<file path="src/rtl/xps2_tx_pkg.sv">
// Shared definitions for the PS/2 host-to-device transmitter: default timing,
// FSM state encoding and the frame parity helper.
package xps2_tx_pkg;

    localparam int unsigned INHIBIT_CYCLES_DEF = 5000;
    localparam int unsigned REQ_TIMEOUT_DEF    = 750000;
    localparam int unsigned BIT_TIMEOUT_DEF    = 100000;
    localparam int unsigned CNT_W_DEF          = 20;

    typedef enum logic [3:0] {
        ST_IDLE      = 4'd0,
        ST_INHIBIT   = 4'd1,
        ST_REQ       = 4'd2,
        ST_DATA      = 4'd3,
        ST_PARITY    = 4'd4,
        ST_STOP      = 4'd5,
        ST_WAIT_IDLE = 4'd6,
        ST_DONE      = 4'd7,
        ST_FAIL      = 4'd8
    } tx_state_e;

    // Odd parity: the nine bits {parity, data} always carry an odd number of ones.
    function automatic logic odd_parity(input logic [7:0] d);
        return ~^d;
    endfunction

endpackage

</file>
<file path="src/rtl/xps2_tx_if.sv">
// Host-side command/status interface of the PS/2 transmitter.
interface xps2_tx_if;
    logic [7:0] tx_data;
    logic       tx_start;
    logic       tx_busy;
    logic       tx_done;
    logic       tx_ack_ok;
    logic       tx_error;
    logic       rx_inhibit;

    modport master (
        output tx_data, tx_start,
        input  tx_busy, tx_done, tx_ack_ok, tx_error, rx_inhibit
    );

    modport slave (
        input  tx_data, tx_start,
        output tx_busy, tx_done, tx_ack_ok, tx_error, rx_inhibit
    );
endinterface

</file>
<file path="src/rtl/xps2_tx_sync.sv">
// Two-flop synchronizer for the PS/2 CLK and DATA pads plus a one-cycle
// pulse on each synchronized CLK falling edge. Flops reset to 1 so that an
// idle (released) bus produces no spurious edge right after reset.
module xps2_tx_sync (
    input  logic clk,
    input  logic rst_n,
    input  logic ps2_clk_i,
    input  logic ps2_data_i,
    output logic clk_s_o,
    output logic data_s_o,
    output logic fall_o
);

    logic clk_meta_q, clk_sync_q, clk_prev_q;
    logic data_meta_q, data_sync_q;

    // Pad synchronization and previous-value tracking for edge detection.
    always_ff @(posedge clk or negedge rst_n) begin
        if (!rst_n) begin
            clk_meta_q  <= 1'b1;
            clk_sync_q  <= 1'b1;
            clk_prev_q  <= 1'b1;
            data_meta_q <= 1'b1;
            data_sync_q <= 1'b1;
        end else begin
            clk_meta_q  <= ps2_clk_i;
            clk_sync_q  <= clk_meta_q;
            clk_prev_q  <= clk_sync_q;
            data_meta_q <= ps2_data_i;
            data_sync_q <= data_meta_q;
        end
    end

    assign clk_s_o  = clk_sync_q;
    assign data_s_o = data_sync_q;
    assign fall_o   = clk_prev_q & ~clk_sync_q;

endmodule

</file>
<file path="src/rtl/xps2_tx.sv">
// PS/2 host-to-device transmitter. Inhibits the bus, requests to send with a
// start bit, then shifts out eight data bits LSB first, odd parity and a
// released stop bit on device-generated falling CLK edges, and finally checks
// the device ACK. Every transfer ends with a single tx_done pulse.
module xps2_tx
    import xps2_tx_pkg::*;
#(
    parameter int unsigned INHIBIT_CYCLES = INHIBIT_CYCLES_DEF,
    parameter int unsigned REQ_TIMEOUT    = REQ_TIMEOUT_DEF,
    parameter int unsigned BIT_TIMEOUT    = BIT_TIMEOUT_DEF,
    parameter int unsigned CNT_W          = CNT_W_DEF
) (
    input  logic      clk,
    input  logic      rst_n,
    xps2_tx_if.slave  bus,
    input  logic      ps2_clk_i,
    input  logic      ps2_data_i,
    output logic      ps2_clk_low_o,
    output logic      ps2_data_low_o
);

    localparam logic [CNT_W-1:0] INH_LAST = CNT_W'(INHIBIT_CYCLES - 1);
    localparam logic [CNT_W-1:0] REQ_LAST = CNT_W'(REQ_TIMEOUT - 1);
    localparam logic [CNT_W-1:0] BIT_LIM  = CNT_W'(BIT_TIMEOUT);

    tx_state_e        state_q, state_d;
    logic [CNT_W-1:0] timer_q, timer_d;
    logic [3:0]       idx_q, idx_d;
    logic [8:0]       shift_q, shift_d;
    logic             clk_low_q, clk_low_d;
    logic             data_low_q, data_low_d;
    logic             busy_q, busy_d;
    logic             done_q, done_d;
    logic             ack_ok_q, ack_ok_d;
    logic             error_q, error_d;
    logic             acked_q, acked_d;
    logic             fail_now;

    logic clk_s, data_s, fall_edge;

    xps2_tx_sync u_sync (
        .clk        (clk),
        .rst_n      (rst_n),
        .ps2_clk_i  (ps2_clk_i),
        .ps2_data_i (ps2_data_i),
        .clk_s_o    (clk_s),
        .data_s_o   (data_s),
        .fall_o     (fall_edge)
    );

    // State, timer, shifter and registered line/status outputs.
    always_ff @(posedge clk or negedge rst_n) begin
        if (!rst_n) begin
            state_q    <= ST_IDLE;
            timer_q    <= '0;
            idx_q      <= '0;
            shift_q    <= '0;
            clk_low_q  <= 1'b0;
            data_low_q <= 1'b0;
            busy_q     <= 1'b0;
            done_q     <= 1'b0;
            ack_ok_q   <= 1'b0;
            error_q    <= 1'b0;
            acked_q    <= 1'b0;
        end else begin
            state_q    <= state_d;
            timer_q    <= timer_d;
            idx_q      <= idx_d;
            shift_q    <= shift_d;
            clk_low_q  <= clk_low_d;
            data_low_q <= data_low_d;
            busy_q     <= busy_d;
            done_q     <= done_d;
            ack_ok_q   <= ack_ok_d;
            error_q    <= error_d;
            acked_q    <= acked_d;
        end
    end

    // Next-state and output logic; data only changes right after a falling
    // edge so the device never sees it move while CLK is high.
    always_comb begin
        state_d    = state_q;
        timer_d    = timer_q + CNT_W'(1);
        idx_d      = idx_q;
        shift_d    = shift_q;
        clk_low_d  = clk_low_q;
        data_low_d = data_low_q;
        busy_d     = busy_q;
        done_d     = 1'b0;
        ack_ok_d   = ack_ok_q;
        error_d    = error_q;
        acked_d    = acked_q;
        fail_now   = 1'b0;

        case (state_q)
            ST_IDLE: begin
                timer_d = '0;
                if (bus.tx_start) begin
                    shift_d    = {odd_parity(bus.tx_data), bus.tx_data};
                    idx_d      = '0;
                    busy_d     = 1'b1;
                    ack_ok_d   = 1'b0;
                    error_d    = 1'b0;
                    acked_d    = 1'b0;
                    clk_low_d  = 1'b1;
                    data_low_d = 1'b0;
                    state_d    = ST_INHIBIT;
                end
            end
            ST_INHIBIT: begin
                // Start bit goes low one cycle before CLK is released.
                if (data_low_q) begin
                    clk_low_d = 1'b0;
                    timer_d   = '0;
                    state_d   = ST_REQ;
                end else if (timer_q == INH_LAST) begin
                    data_low_d = 1'b1;
                end
            end
            ST_REQ: begin
                if (fall_edge) begin
                    data_low_d = ~shift_q[0];
                    shift_d    = {1'b0, shift_q[8:1]};
                    idx_d      = 4'd1;
                    timer_d    = '0;
                    state_d    = ST_DATA;
                end else if (timer_q >= REQ_LAST) begin
                    fail_now = 1'b1;
                end
            end
            ST_DATA: begin
                if (fall_edge) begin
                    // With idx at 8 all data bits are out and shift_q[0] is parity.
                    data_low_d = ~shift_q[0];
                    shift_d    = {1'b0, shift_q[8:1]};
                    idx_d      = idx_q + 4'd1;
                    timer_d    = '0;
                    if (idx_q == 4'd8) begin
                        state_d = ST_PARITY;
                    end
                end else if (timer_q >= BIT_LIM) begin
                    fail_now = 1'b1;
                end
            end
            ST_PARITY: begin
                if (fall_edge) begin
                    data_low_d = 1'b0;
                    timer_d    = '0;
                    state_d    = ST_STOP;
                end else if (timer_q >= BIT_LIM) begin
                    fail_now = 1'b1;
                end
            end
            ST_STOP: begin
                if (fall_edge) begin
                    acked_d = ~data_s;
                    timer_d = '0;
                    state_d = ST_WAIT_IDLE;
                end else if (timer_q >= BIT_LIM) begin
                    fail_now = 1'b1;
                end
            end
            ST_WAIT_IDLE: begin
                if (clk_s && data_s) begin
                    if (acked_q) begin
                        ack_ok_d = 1'b1;
                        done_d   = 1'b1;
                        state_d  = ST_DONE;
                    end else begin
                        fail_now = 1'b1;
                    end
                end else if (timer_q >= BIT_LIM) begin
                    fail_now = 1'b1;
                end
            end
            ST_DONE, ST_FAIL: begin
                busy_d  = 1'b0;
                state_d = ST_IDLE;
            end
            default: begin
                state_d = ST_IDLE;
            end
        endcase

        // Failure releases both lines on entry, together with tx_done.
        if (fail_now) begin
            state_d    = ST_FAIL;
            done_d     = 1'b1;
            error_d    = 1'b1;
            clk_low_d  = 1'b0;
            data_low_d = 1'b0;
        end
    end

    assign ps2_clk_low_o  = clk_low_q;
    assign ps2_data_low_o = data_low_q;
    assign bus.tx_busy    = busy_q;
    assign bus.tx_done    = done_q;
    assign bus.tx_ack_ok  = ack_ok_q;
    assign bus.tx_error   = error_q;
    assign bus.rx_inhibit = busy_q;

endmodule

</file>
<file path="src/flat_wrapper.sv">
// flat-port wrapper written by rule: the top's interface ports become plain ports
module xps2_tx_flat import xps2_tx_pkg::*;
#(
    parameter int unsigned INHIBIT_CYCLES = INHIBIT_CYCLES_DEF,
    parameter int unsigned REQ_TIMEOUT    = REQ_TIMEOUT_DEF,
    parameter int unsigned BIT_TIMEOUT    = BIT_TIMEOUT_DEF,
    parameter int unsigned CNT_W          = CNT_W_DEF
)
  (clk, rst_n, ps2_clk_i, ps2_data_i, ps2_clk_low_o, ps2_data_low_o, bus_tx_data, bus_tx_start, bus_tx_busy, bus_tx_done, bus_tx_ack_ok, bus_tx_error, bus_rx_inhibit);
  xps2_tx_if bus_i ();
  input  logic clk;
  input  logic rst_n;
  input  logic ps2_clk_i;
  input  logic ps2_data_i;
  output logic ps2_clk_low_o;
  output logic ps2_data_low_o;
  input wire logic [$bits(bus_i.tx_data)-1:0] bus_tx_data;
  input wire logic [$bits(bus_i.tx_start)-1:0] bus_tx_start;
  output wire logic [$bits(bus_i.tx_busy)-1:0] bus_tx_busy;
  output wire logic [$bits(bus_i.tx_done)-1:0] bus_tx_done;
  output wire logic [$bits(bus_i.tx_ack_ok)-1:0] bus_tx_ack_ok;
  output wire logic [$bits(bus_i.tx_error)-1:0] bus_tx_error;
  output wire logic [$bits(bus_i.rx_inhibit)-1:0] bus_rx_inhibit;
  assign bus_i.tx_data = bus_tx_data;
  assign bus_i.tx_start = bus_tx_start;
  assign bus_tx_busy = bus_i.tx_busy;
  assign bus_tx_done = bus_i.tx_done;
  assign bus_tx_ack_ok = bus_i.tx_ack_ok;
  assign bus_tx_error = bus_i.tx_error;
  assign bus_rx_inhibit = bus_i.rx_inhibit;
  xps2_tx #(.INHIBIT_CYCLES(INHIBIT_CYCLES), .REQ_TIMEOUT(REQ_TIMEOUT), .BIT_TIMEOUT(BIT_TIMEOUT), .CNT_W(CNT_W)) u_core (.clk(clk), .rst_n(rst_n), .bus(bus_i), .ps2_clk_i(ps2_clk_i), .ps2_data_i(ps2_data_i), .ps2_clk_low_o(ps2_clk_low_o), .ps2_data_low_o(ps2_data_low_o));
endmodule
</file>
<file path="config.mk">
export PLATFORM = sky130hd
export DESIGN_NAME = xps2_tx_flat
export DESIGN_NICKNAME = d
export VERILOG_FILES = /design/src/rtl/xps2_tx_pkg.sv /design/src/rtl/xps2_tx_if.sv /design/src/rtl/xps2_tx_sync.sv /design/src/rtl/xps2_tx.sv /design/src/flat_wrapper.sv
export SDC_FILE = /design/constraint.sdc
export NUM_CORES = 1
export LEC_CHECK = 0
export ABC_AREA = 0
export BUFFER_PORTS_ARGS = -buffer_cell sky130_fd_sc_hd__buf_4
export CORE_UTILIZATION = 40
export DETAILED_ROUTE_END_ITERATION = 10
export SYNTH_ARGS = -nofsm -noshare
export SYNTH_HDL_FRONTEND = slang
export SYNTH_SLANG_ARGS = --single-unit
</file>
<file path="constraint.sdc">
create_clock -name clk -period 2.57 [get_ports clk]
set_input_delay 0.1285 -clock clk [delete_from_list [all_inputs] [get_ports clk]]
set_output_delay 0.1285 -clock clk [all_outputs]
set_load 0.005 [all_outputs]
</file>
==> results.json <==
{
  "final.setup_skew_ns": 0.00721,
  "number_of_antenna_violations_at_the_first_check_in_global_routing": 0,
  "mostFrequentLayoutCells": "44 x dfrtp_1, 38 x nor2_1, 26 x nand2_1",
  "tritoncts": "yes",
  "hpwl_microns": 3750,
  "syn_inst": 289,
  "post_syn_area_per_cell_sq_um": 9.70,
  "clock-root-buffer": "clkbuf_8",
  "synth_top_area_share_pct": 39.3,
  "groute.usage.overall_pct": 16.0,
  "timing.setup.critical_path_class": "reg2reg",
  "clk_pin_slew_ns": 0.09,
  "grt-ovfl-total": 0,
  "fin_nets": 326,
  "routed-via-count": 2062,
  "layoutNonFillerInstCount": 406,
  "final.period_utilization_pct": 80.5,
  "asyncSetResetFlopFracSynth_pct": 100,
  "fin_hold_viols": 0,
  "die_w_microns": 85.7,
  "cts_buffers": 5,
  "synth_nets": 306,
  "arrival_ns": 2.25,
  "yosys-mux-area-fraction_pct": 3.21,
  "routed_wirelength_microns": 5390,
  "clk-insertion-delay-late_ns": 0.29,
  "unrepaired_setup_endpoints_after_global_routing": "false",
  "clock.fmax_mhz": 483,
  "floorplan.die_area_sq_um": 7350,
  "synth_top_family_by_area": "simple AND/OR/NAND/NOR gates",
  "viasPerCell": 5.08,
  "synthXorXnorAreaFrac_pct": 8.12,
  "synth_enable_flop_cells": 0,
  "r2r.worst_path.cells": 6,
  "post-synth-top-area-cell": "dfrtp_1",
  "placed_cells_incl_taps": 395,
  "regToRegSetupSlack_ns": 0.50,
  "detail_route.iter0.violations": 92,
  "final_core_utilization_pct": 46.2,
  "outcome": "finished clean",
  "fp.dieH_microns": 85.7,
  "core.rowCount": 30,
  "synth.yosys.warnings": 0,
  "area_growth_pct": 12.0,
  "place.port_buffers": 19,
  "r2r-start": "u_core.timer_q[0]",
  "worstSetupStartpoint": "u_core.timer_q[0]",
  "worstHoldPathType": "in2reg",
  "power.density_cell_area_nw_per_um2": 885,
  "gpl.final_weighted_congestion": 0.841,
  "shortest_period_the_worst_path_allows_ns": 2.07,
  "top_level_ports": 20,
  "ys_seq_area_share_pct": 44.0,
  "diodes": 0,
  "synth_seq_cells": 49,
  "cp-start-kind": "flip-flop",
  "ys_dominant_reg_cell": "dfrtp_1",
  "drc": 0,
  "mostFrequentLayoutCell": "dfrtp_1",
  "number_of_global_route_vias_before_repair": 2047,
  "synth_cell_types": 61,
  "worst_r2r_endpoint": "u_core.bus.tx_done",
  "cts.path.max_buffers": 2,
  "drive_gt1_share_pct": 17.7,
  "timing.max_slew.rel_slack_pct": 59.5,
  "timing.final.setup_violations": 0,
  "drt_pre_antenna_iters": 4,
  "timing_max_transition_violations_final": 0,
  "post_synth_and_or_nand_nor_area_fraction_pct": 23.5,
  "tightest_slew_ns": 0.608,
  "wire_per_inst_microns": 13.3,
  "post_cts.repair.setup_buffers": 0,
  "synthesized_area_fraction_occupied_by_ao_oa_aoi_and_oai_cells_pct": 14.3,
  "timing.hold.worst_path_depth": 3,
  "maxCapViolCount": 0,
  "post_route_setup_tns_ns": 0,
  "cp-endpoint": "u_core.bus.tx_done",
  "peakVddDrop_mv": 0.383,
  "initial_utilization_pct": 41.3,
  "grt_pass1_wl_microns": 9450,
  "timing.critical_path.required_ns": 2.75,
  "cts.sink_count": 49,
  "largest_fanout_of_any_net_on_the_critical_path": 7,
  "grt_start_max_net_pins": 50,
  "synthAdderAreaFrac_pct": 1.78,
  "static_leakage_power_nw": 1.32,
  "area_of_the_placeable_core_sq_um": 6790,
  "synth.cell_area_sq_um": 2800,
  "synthTopCellsByArea": "dfrtp_1 39%, nor2_1 5.1%, dfstp_2 4.7%, xnor2_1 4.7%, nand2_1 3.5%",
  "setup.worst_path.end_class": "flip-flop",
  "ctsHtreeMaxLevel": 2,
  "ant_nets": 0
}
[flip-flops by register name, indices dropped and copies added (netlist names), 4 cells and up]
signal / flops
u_core.idx_q: 4
u_core.state_q: 4
u_core.shift_q: 9
u_core.timer_q: 20
[logic make-up (layout without fill, tap and decap cells)]
kind of cell             count (synthesis)  in the layout
multiplexers                             9              9
AO/OA/AOI/OAI                           56             56
XOR/XNOR                                26             26
buffers and inverters                   22             43
flip-flops                              49             49
AND/OR/NAND/NOR                        123            123
adder cells (fa/ha/maj)                  4              4
[power by group]
| part | internal (mW) | switching, mW |
|---|---|---|
| combinational | 0.499 | 0.572 |
| clock | 0.318 | 0.248 |
| sequential | 0.943 | 0.202 |
| total | 1.76 | 1.02 |
[critical path, cell delays in order (launching register included)]
cell and delay (ns):
dfrtp_1 0.43, ha_1 0.26, nand3_1 0.24, a21oi_1 0.12, o41ai_1 0.34, a21oi_2 0.18
or3b_1 0.37
[timing repair]
item,CTS,global route
setup endpoints to repair,0,0
hold endpoints to repair,46,0
resized for setup,0,0
hold buffers,3,0
[how the worst min path moves through the flow]
stage	from	end	slack [ns]
2_1_floorplan	rst_n	u_core.acked_q	-0.17
3_3_place_gp	rst_n	u_core.timer_q[3]	0.19
3_5_place_dp	rst_n	u_core.timer_q[3]	0.19
4_1_cts	bus_tx_data[1]	u_core.shift_q[1]	0.12
5_1_grt	bus_tx_data[0]	u_core.shift_q[0]	0.15
6_report	bus_tx_data[1]	u_core.shift_q[1]	0.13
[metal layers]
metal / vias up / global-route usage (%) / wire (microns)
met2: 24 / 27.6 / 2650
met1: 981 / 21.1 / 2600
met3: 2 / 2.89 / 126
li1: 1055 / - / -
met4: 0 / 3.33 / 19
met5: - / 0 / 0
[cells in the mapped netlist (2+ instances only)]
cell type,instances
xnor2_1,15
dfrtp_1,44
nor3_2,3
nand3b_1,2
and3_1,2
xor2_1,11
nor2b_1,3
a21oi_1,11
and3b_1,2
ha_1,4
nand2_1,26
mux2i_1,9
nor2_1,38
inv_1,6
o211ai_1,2
nand2b_1,3
clkbuf_1,2
a21o_1,2
buf_2,6
clkbuf_8,2
a31oi_1,3
or3b_1,2
buf_6,4
nor3_1,9
o21ai_1,2
nand4b_1,3
nand3_1,10
dfstp_2,5
nor4_1,2
nand4_1,7
a211o_2,2
o21ai_0,18
[through the flow]
| step | worst slack [ns] | cell area, sq um | hold WS, ns | total power [mW] |
|---|---|---|---|---|
| 4_1_cts | 0.500 | 3140 | 0.124 | 2.82 |
| 2_1_floorplan | 0.723 | 2800 | -0.167 | 1.96 |
| 3_5_place_dp | 0.516 | 2990 | 0.189 | 2.24 |
| 5_1_grt | 0.349 | 3140 | 0.146 | 3.01 |
| 6_report | 0.502 | 3140 | 0.129 | 2.78 |
| 3_3_place_gp | 0.573 | 2990 | 0.185 | 2.22 |
[layout make-up]
class                   count  area, sq um
flip-flops and latches     49         1230
well taps                  96          120
clock inverters             1         30.0
repair buffers             28          218
inverters                   7         26.3
multi-input cells         218         1430
clock buffers               7         86.3
fillers                   643         3650
Note: power is estimated with default switching activity, not from simulation.
